`config.mk`:
```
export PLATFORM = sky130hd
export DESIGN_NAME = product_accumulator
export DESIGN_NICKNAME = d
export VERILOG_FILES = /design/src/rtl/product_accumulator_pkg.sv /design/src/rtl/acc_adder.sv /design/src/rtl/product_accumulator.sv
export SDC_FILE = /design/constraint.sdc
export NUM_CORES = 1
export LEC_CHECK = 0
export CAP_MARGIN = 40
export CORE_MARGIN = 10
export CORE_UTILIZATION = 47
export CTS_CLUSTER_SIZE = 30
export DETAILED_ROUTE_END_ITERATION = 10
export PLACE_DENSITY = 0.82
export REMOVE_ABC_BUFFERS = 1
export SETUP_SLACK_MARGIN = 0.2
export SLEW_MARGIN = 20
export SYNTH_ARGS = -nofsm -noshare
export SYNTH_HDL_FRONTEND = slang
export SYNTH_HIERARCHICAL = 1
export SYNTH_SLANG_ARGS = --single-unit
```
`constraint.sdc`:
```
create_clock -name clk -period 2.6 [get_ports clk]
set_input_delay 0.52 -clock clk [delete_from_list [all_inputs] [get_ports clk]]
set_output_delay 0.52 -clock clk [all_outputs]
set_load 0.01 [all_outputs]
```
`src/rtl/product_accumulator_pkg.sv`:
```
// Shared multiplier-path definitions: default widths and the accumulator FSM encoding.
package product_accumulator_pkg;

  localparam int unsigned PROD_W = 32;
  localparam int unsigned ACC_W  = 40;
  localparam int unsigned LEN_W  = 8;

  typedef enum logic [1:0] {
    IDLE  = 2'd0,
    ACCUM = 2'd1,
    DONE  = 2'd2
  } state_t;

endpackage

```
`src/rtl/acc_adder.sv`:
```
// Pure combinational W-bit adder returning the carry out of the top bit.
module acc_adder #(
  parameter int unsigned W = 40
) (
  input  logic [W-1:0] i_a,
  input  logic [W-1:0] i_b,
  output logic [W-1:0] o_sum,
  output logic         o_carry
);

  assign {o_carry, o_sum} = {1'b0, i_a} + {1'b0, i_b};

endmodule

```
`src/rtl/product_accumulator.sv`:
```
// Sums a run of len unsigned products into a wrapping accumulator with a sticky
// overflow flag, then holds the result until the downstream consumer takes it.
module product_accumulator #(
  parameter int unsigned PROD_W = product_accumulator_pkg::PROD_W,
  parameter int unsigned ACC_W  = product_accumulator_pkg::ACC_W
) (
  input  logic              clk,
  input  logic              rst,
  input  logic              start,
  input  logic [7:0]        len,
  input  logic [PROD_W-1:0] prod_in,
  input  logic              prod_valid,
  output logic              prod_ready,
  output logic [ACC_W-1:0]  acc_out,
  output logic              ovf,
  output logic              out_valid,
  input  logic              out_ready,
  output logic              busy
);
  import product_accumulator_pkg::*;

  state_t            r_state;
  state_t            w_next_state;
  logic [ACC_W-1:0]  r_acc;
  logic              r_ovf;
  logic [LEN_W-1:0]  r_count;
  logic [ACC_W-1:0]  w_prod_ext;
  logic [ACC_W-1:0]  w_sum;
  logic              w_carry;
  logic              w_beat;
  logic              w_start_acc;

  assign w_prod_ext  = ACC_W'(prod_in);
  assign w_beat      = (r_state == ACCUM) && prod_valid;
  assign w_start_acc = (r_state == IDLE) && start;

  acc_adder #(.W(ACC_W)) u_adder (
    .i_a     (r_acc),
    .i_b     (w_prod_ext),
    .o_sum   (w_sum),
    .o_carry (w_carry)
  );

  always_ff @(posedge clk) begin
    if (rst) r_state <= IDLE;
    else     r_state <= w_next_state;
  end

  always_comb begin
    w_next_state = r_state;
    case (r_state)
      IDLE:    if (start) w_next_state = (len == '0) ? DONE : ACCUM;
      ACCUM:   if (prod_valid && (r_count == LEN_W'(1))) w_next_state = DONE;
      DONE:    if (out_ready) w_next_state = IDLE;
      default: w_next_state = IDLE;
    endcase
  end

  // A zero-length start clears acc/ovf too, so DONE reports 0 without a beat.
  always_ff @(posedge clk) begin
    if (rst) begin
      r_acc   <= '0;
      r_ovf   <= 1'b0;
      r_count <= '0;
    end else if (w_start_acc) begin
      r_acc   <= '0;
      r_ovf   <= 1'b0;
      r_count <= len;
    end else if (w_beat) begin
      r_acc   <= w_sum;
      r_ovf   <= r_ovf | w_carry;
      r_count <= r_count - LEN_W'(1);
    end
  end

  assign prod_ready = (r_state == ACCUM);
  assign out_valid  = (r_state == DONE);
  assign busy       = (r_state != IDLE);
  assign acc_out    = r_acc;
  assign ovf        = r_ovf;

endmodule

```
==> flow_metrics.tcl, run 1 <==
set metrics [dict create \
    cap_viol_max_count 0 \
    io_pins 89 \
    route.detailed.drc 0 \
    first_pass_iters 5 \
    place_area_um2 5740 \
    overflow 0 \
    cts_tree "done" \
    power_leakage_nw 2.78 \
    max_stage_delay_ns 0.37 \
    setup_viol 13 \
    ir_drop_mv 0.319 \
    critPathBufInv 0 \
    grt_antenna_before_repair 0 \
    tightest_slew_ns 0.521 \
    seq_area_frac_synth_pct 24.4 \
    final_common_cell "buf_4" \
    yosysWarnings 6 \
    combinationalPowerShare_pct 36.7 \
    hold_path_class "register to register" \
    clockBufferDepth 2 \
    r2r_start "acc_out[0]" \
    nets 845 \
    clock.fmax_mhz 352 \
    hpwlAfterDp_mm 9.98 \
    regArea_um2 1030 \
    drtAntennaViolNets 0 \
    pwr-share-seq_pct 37.1 \
    worst_slack_ns -0.244 \
    ys_ff_latch 51 \
    routed_wl_mm 17.3 \
    wl_per_cell_um 20.0 \
    viasPerCell 6.20 \
    antenna_cells 0 \
    post-route-period-util_pct 109 \
    multi_input_area_um2 3670 \
    violations "setup timing" \
    period_minus_slack_ns 2.84 \
    status "complete, but fails checks" \
    num_rows 34 \
    clock-sinks 51 \
    num_vias 5366 \
    drive_above_1_share_pct 30.2 \
    reg2reg_depth 12 \
    die-area_um2 13100 \
    critPathMaxFanout 3 \
    hp-start "acc_out[35]" \
    syn_inst 567 \
    p_int_w 0.00150 \
    grt_pass1_vias 5300 \
    synth-async-reset-ratio_pct 0 \
    port_buffers 88 \
    fp.coreArea_um2 8680 \
    ctsHtreeMaxLevel 2 \
    arrival_ns 3.10 \
    area_growth_pct 60.8 \
    critPathCaptureType "register" \
    track_usage_pct 22.9 \
    die_y_um 114 \
    syn_area_um2 4190 \
    start_kind "register" \
    cts_root_buf "clkbuf_8" \
    power_density_nw_per_um2 339 \
    critPathKind "register to register" \
    grt_start_max_net_pins 42 \
    drv_slew 0 \
    dr.first_iter.drc_count 428 \
    yosys.cell_types.count 59 \
    clk_pin_slew_ns 0.11 \
    crit_family "compound AO/OA/AOI/OAI gates" \
    synth_flop_cell "dfxtp_1" \
    worstHoldPathCells 2 \
    power.total_w 0.00228 \
    cp_slowest_cell "fa_2" \
    initial_core_util_pct 48.3 \
    cp.required_ns 2.85 \
    skew_ns 0.0102 \
    synth_edf_count 0 \
    gp_congestion 0.955 \
    hold_end "acc_out[35]" \
    layout_common_cells "buf_4, nand2_1, a21oi_1" \
    slew-limit-headroom_pct 65.2 \
    fin_setup_tns_ns -1.52 \
    nFillCells 555 \
    swShare_pct 34.1 \
    final_cell_area_um2 6740 \
    dpl_worst_slack_ns -0.780 \
    syn_area_per_cell_um2 7.39 \
    clkPwrFrac_pct 26.2 \
    die_w_um 114 \
    cts_buffers 5 \
    r2r_slack_ns -0.24 \
    hold_viol 0 \
    crit_chain "ha_4 > fa_2 > a211o_1 > a21o_1 > a211oi_2 > nor2_2 > a21oi_2 > o2111ai_2 > a21boi_1 > xnor2_1 > nand2_1 > a21oi_1" \
    switchingPower_w 0.000778 \
    clk_latency_ns 0.31 \
    grt_pass1_wl_mm 25.3 \
    rsz0062_at_grt "yes" \
    reg2reg_to "acc_out[36]" \
]
==> power by group through the flow <==
stage                     registers [W]  clock network [W]  logic (W)
after CTS                      0.000847           0.000607   0.000748
after global placement         0.000858                  0   0.000640
after floorplan                0.000862                  0   0.000354
final                          0.000847           0.000597   0.000838
after detailed placement       0.000860                  0   0.000659
after global routing           0.000852           0.000632   0.000887
==> repair_timing <==
item                                    4_1_cts  5_1_grt
endpoints found under the setup margin       32       25
setup buffers                                22       12
pin swaps                                    74       21
hold buffers                                  0        0
resized for setup                           129       34
==> area by class of cell <==
type / instances / share of cell area, %
Multi-Input combinational cell: 487 / 54.5
Inverter: 8 / 0.446
Clock inverter: 3 / 0.687
Sequential cell: 51 / 15.3
Tap cell: 108 / 2.01
Timing Repair Buffer: 204 / 26.0
Clock buffer: 5 / 1.02
==> worst max-delay path by stage <==
stage                           from     endpoint  slack [ns]  cells after the start
final                     acc_out[0]  acc_out[36]       -0.24                     12
after global routing      acc_out[0]  acc_out[36]       -0.30                     12
after CTS                 acc_out[0]  acc_out[36]       -0.05                     12
after detailed placement  prod_in[0]  acc_out[38]       -0.78                     13
after global placement    prod_in[0]  acc_out[38]       -0.70                     13
after floorplan           prod_in[0]  acc_out[38]       -0.23                     12
==> kinds of logic (layout without fill, tap and decap cells) <==
logic type | after synthesis | after routing | synth area share [%]
fa+ha+maj | 43 | 43 | 13.0
other cells | 1 | 8 | 0.0895
xor+xnor | 35 | 35 | 7.32
flops | 51 | 51 | 24.4
simple gates | 210 | 210 | 23.4
buf+inv | 36 | 220 | 3.61
compound gates | 191 | 191 | 28.1
==> worst register-to-register path, cell delays in order (launching register included) <==
cell and delay [ns]:
dfxtp_2 0.35, ha_4 0.16, fa_2 0.37, a211o_1 0.31, a21o_1 0.23, a211oi_2 0.21
nor2_2 0.10, a21oi_2 0.25, o2111ai_2 0.18, a21boi_1 0.20, xnor2_1 0.17, nand2_1 0.11
a21oi_1 0.13
==> cell usage after synthesis, types with 4 or more instances <==
| master | instances | area [um2] |
|---|---|---|
| nand3_1 | 10 | 50.1 |
| nand2_1 | 111 | 417 |
| or2_2 | 4 | 25.0 |
| o21ai_0 | 26 | 130 |
| a211oi_2 | 4 | 50.1 |
| nand2b_1 | 8 | 50.1 |
| nor2_1 | 30 | 113 |
| nor2b_1 | 7 | 43.8 |
| ha_1 | 42 | 526 |
| nor3_1 | 7 | 35.0 |
| a21o_1 | 19 | 143 |
| dfxtp_1 | 51 | 1020 |
| nor4_1 | 5 | 31.3 |
| a21oi_1 | 88 | 440 |
| nand4_1 | 9 | 56.3 |
| buf_2 | 10 | 50.1 |
| nand3b_1 | 6 | 45.0 |
| inv_1 | 8 | 30.0 |
| a211oi_1 | 6 | 45.0 |
| o21a_1 | 9 | 67.6 |
| o21ai_1 | 6 | 30.0 |
| xnor2_1 | 23 | 201 |
| clkbuf_1 | 15 | 56.3 |
| xor2_1 | 12 | 105 |
==> registers in the layout, summed over array words and instances, names as in the netlist <==
signal   flops
r_count      8
acc_out     40
r_state      2
ovf          1
==> metal layers <==
| metal | track usage [%] | share of wire (%) | up-vias |
|---|---|---|---|
| li1 | - | - | 2397 |
| met1 | 24.6 | 37 | 2475 |
| met2 | 40.9 | 49 | 369 |
| met3 | 5.50 | 8.8 | 125 |
| met4 | 10.8 | 5.9 | 0 |
| met5 | 0 | 0 | - |
==> per-stage QoR <==
| stage | hold WS, ns | instances | util [%] |
|---|---|---|---|
| 6_report | 0.481 | 866 | 77.6 |
| 3_5_place_dp | 0.470 | 824 | 66.1 |
| 3_3_place_gp | 0.462 | 824 | 66.1 |
| 4_1_cts | 0.483 | 854 | 75.1 |
| 5_1_grt | 0.502 | 866 | 77.6 |
| 2_1_floorplan | 0.462 | 546 | - |
Power figures use the tool's default switching activity.
==> run 2: changes to the inputs <==
--- a/config.mk
+++ b/config.mk
@@ -8,8 +8,8 @@
 export CAP_MARGIN = 40
 export CORE_MARGIN = 10
 export CORE_UTILIZATION = 47
-export CTS_CLUSTER_SIZE = 30
 export DETAILED_ROUTE_END_ITERATION = 10
+export HOLD_SLACK_MARGIN = 0.06
 export PLACE_DENSITY = 0.82
 export REMOVE_ABC_BUFFERS = 1
 export SETUP_SLACK_MARGIN = 0.2
==> results of run 2 <==
No change in the layout: final DEF, timing and power equal those of run 1.
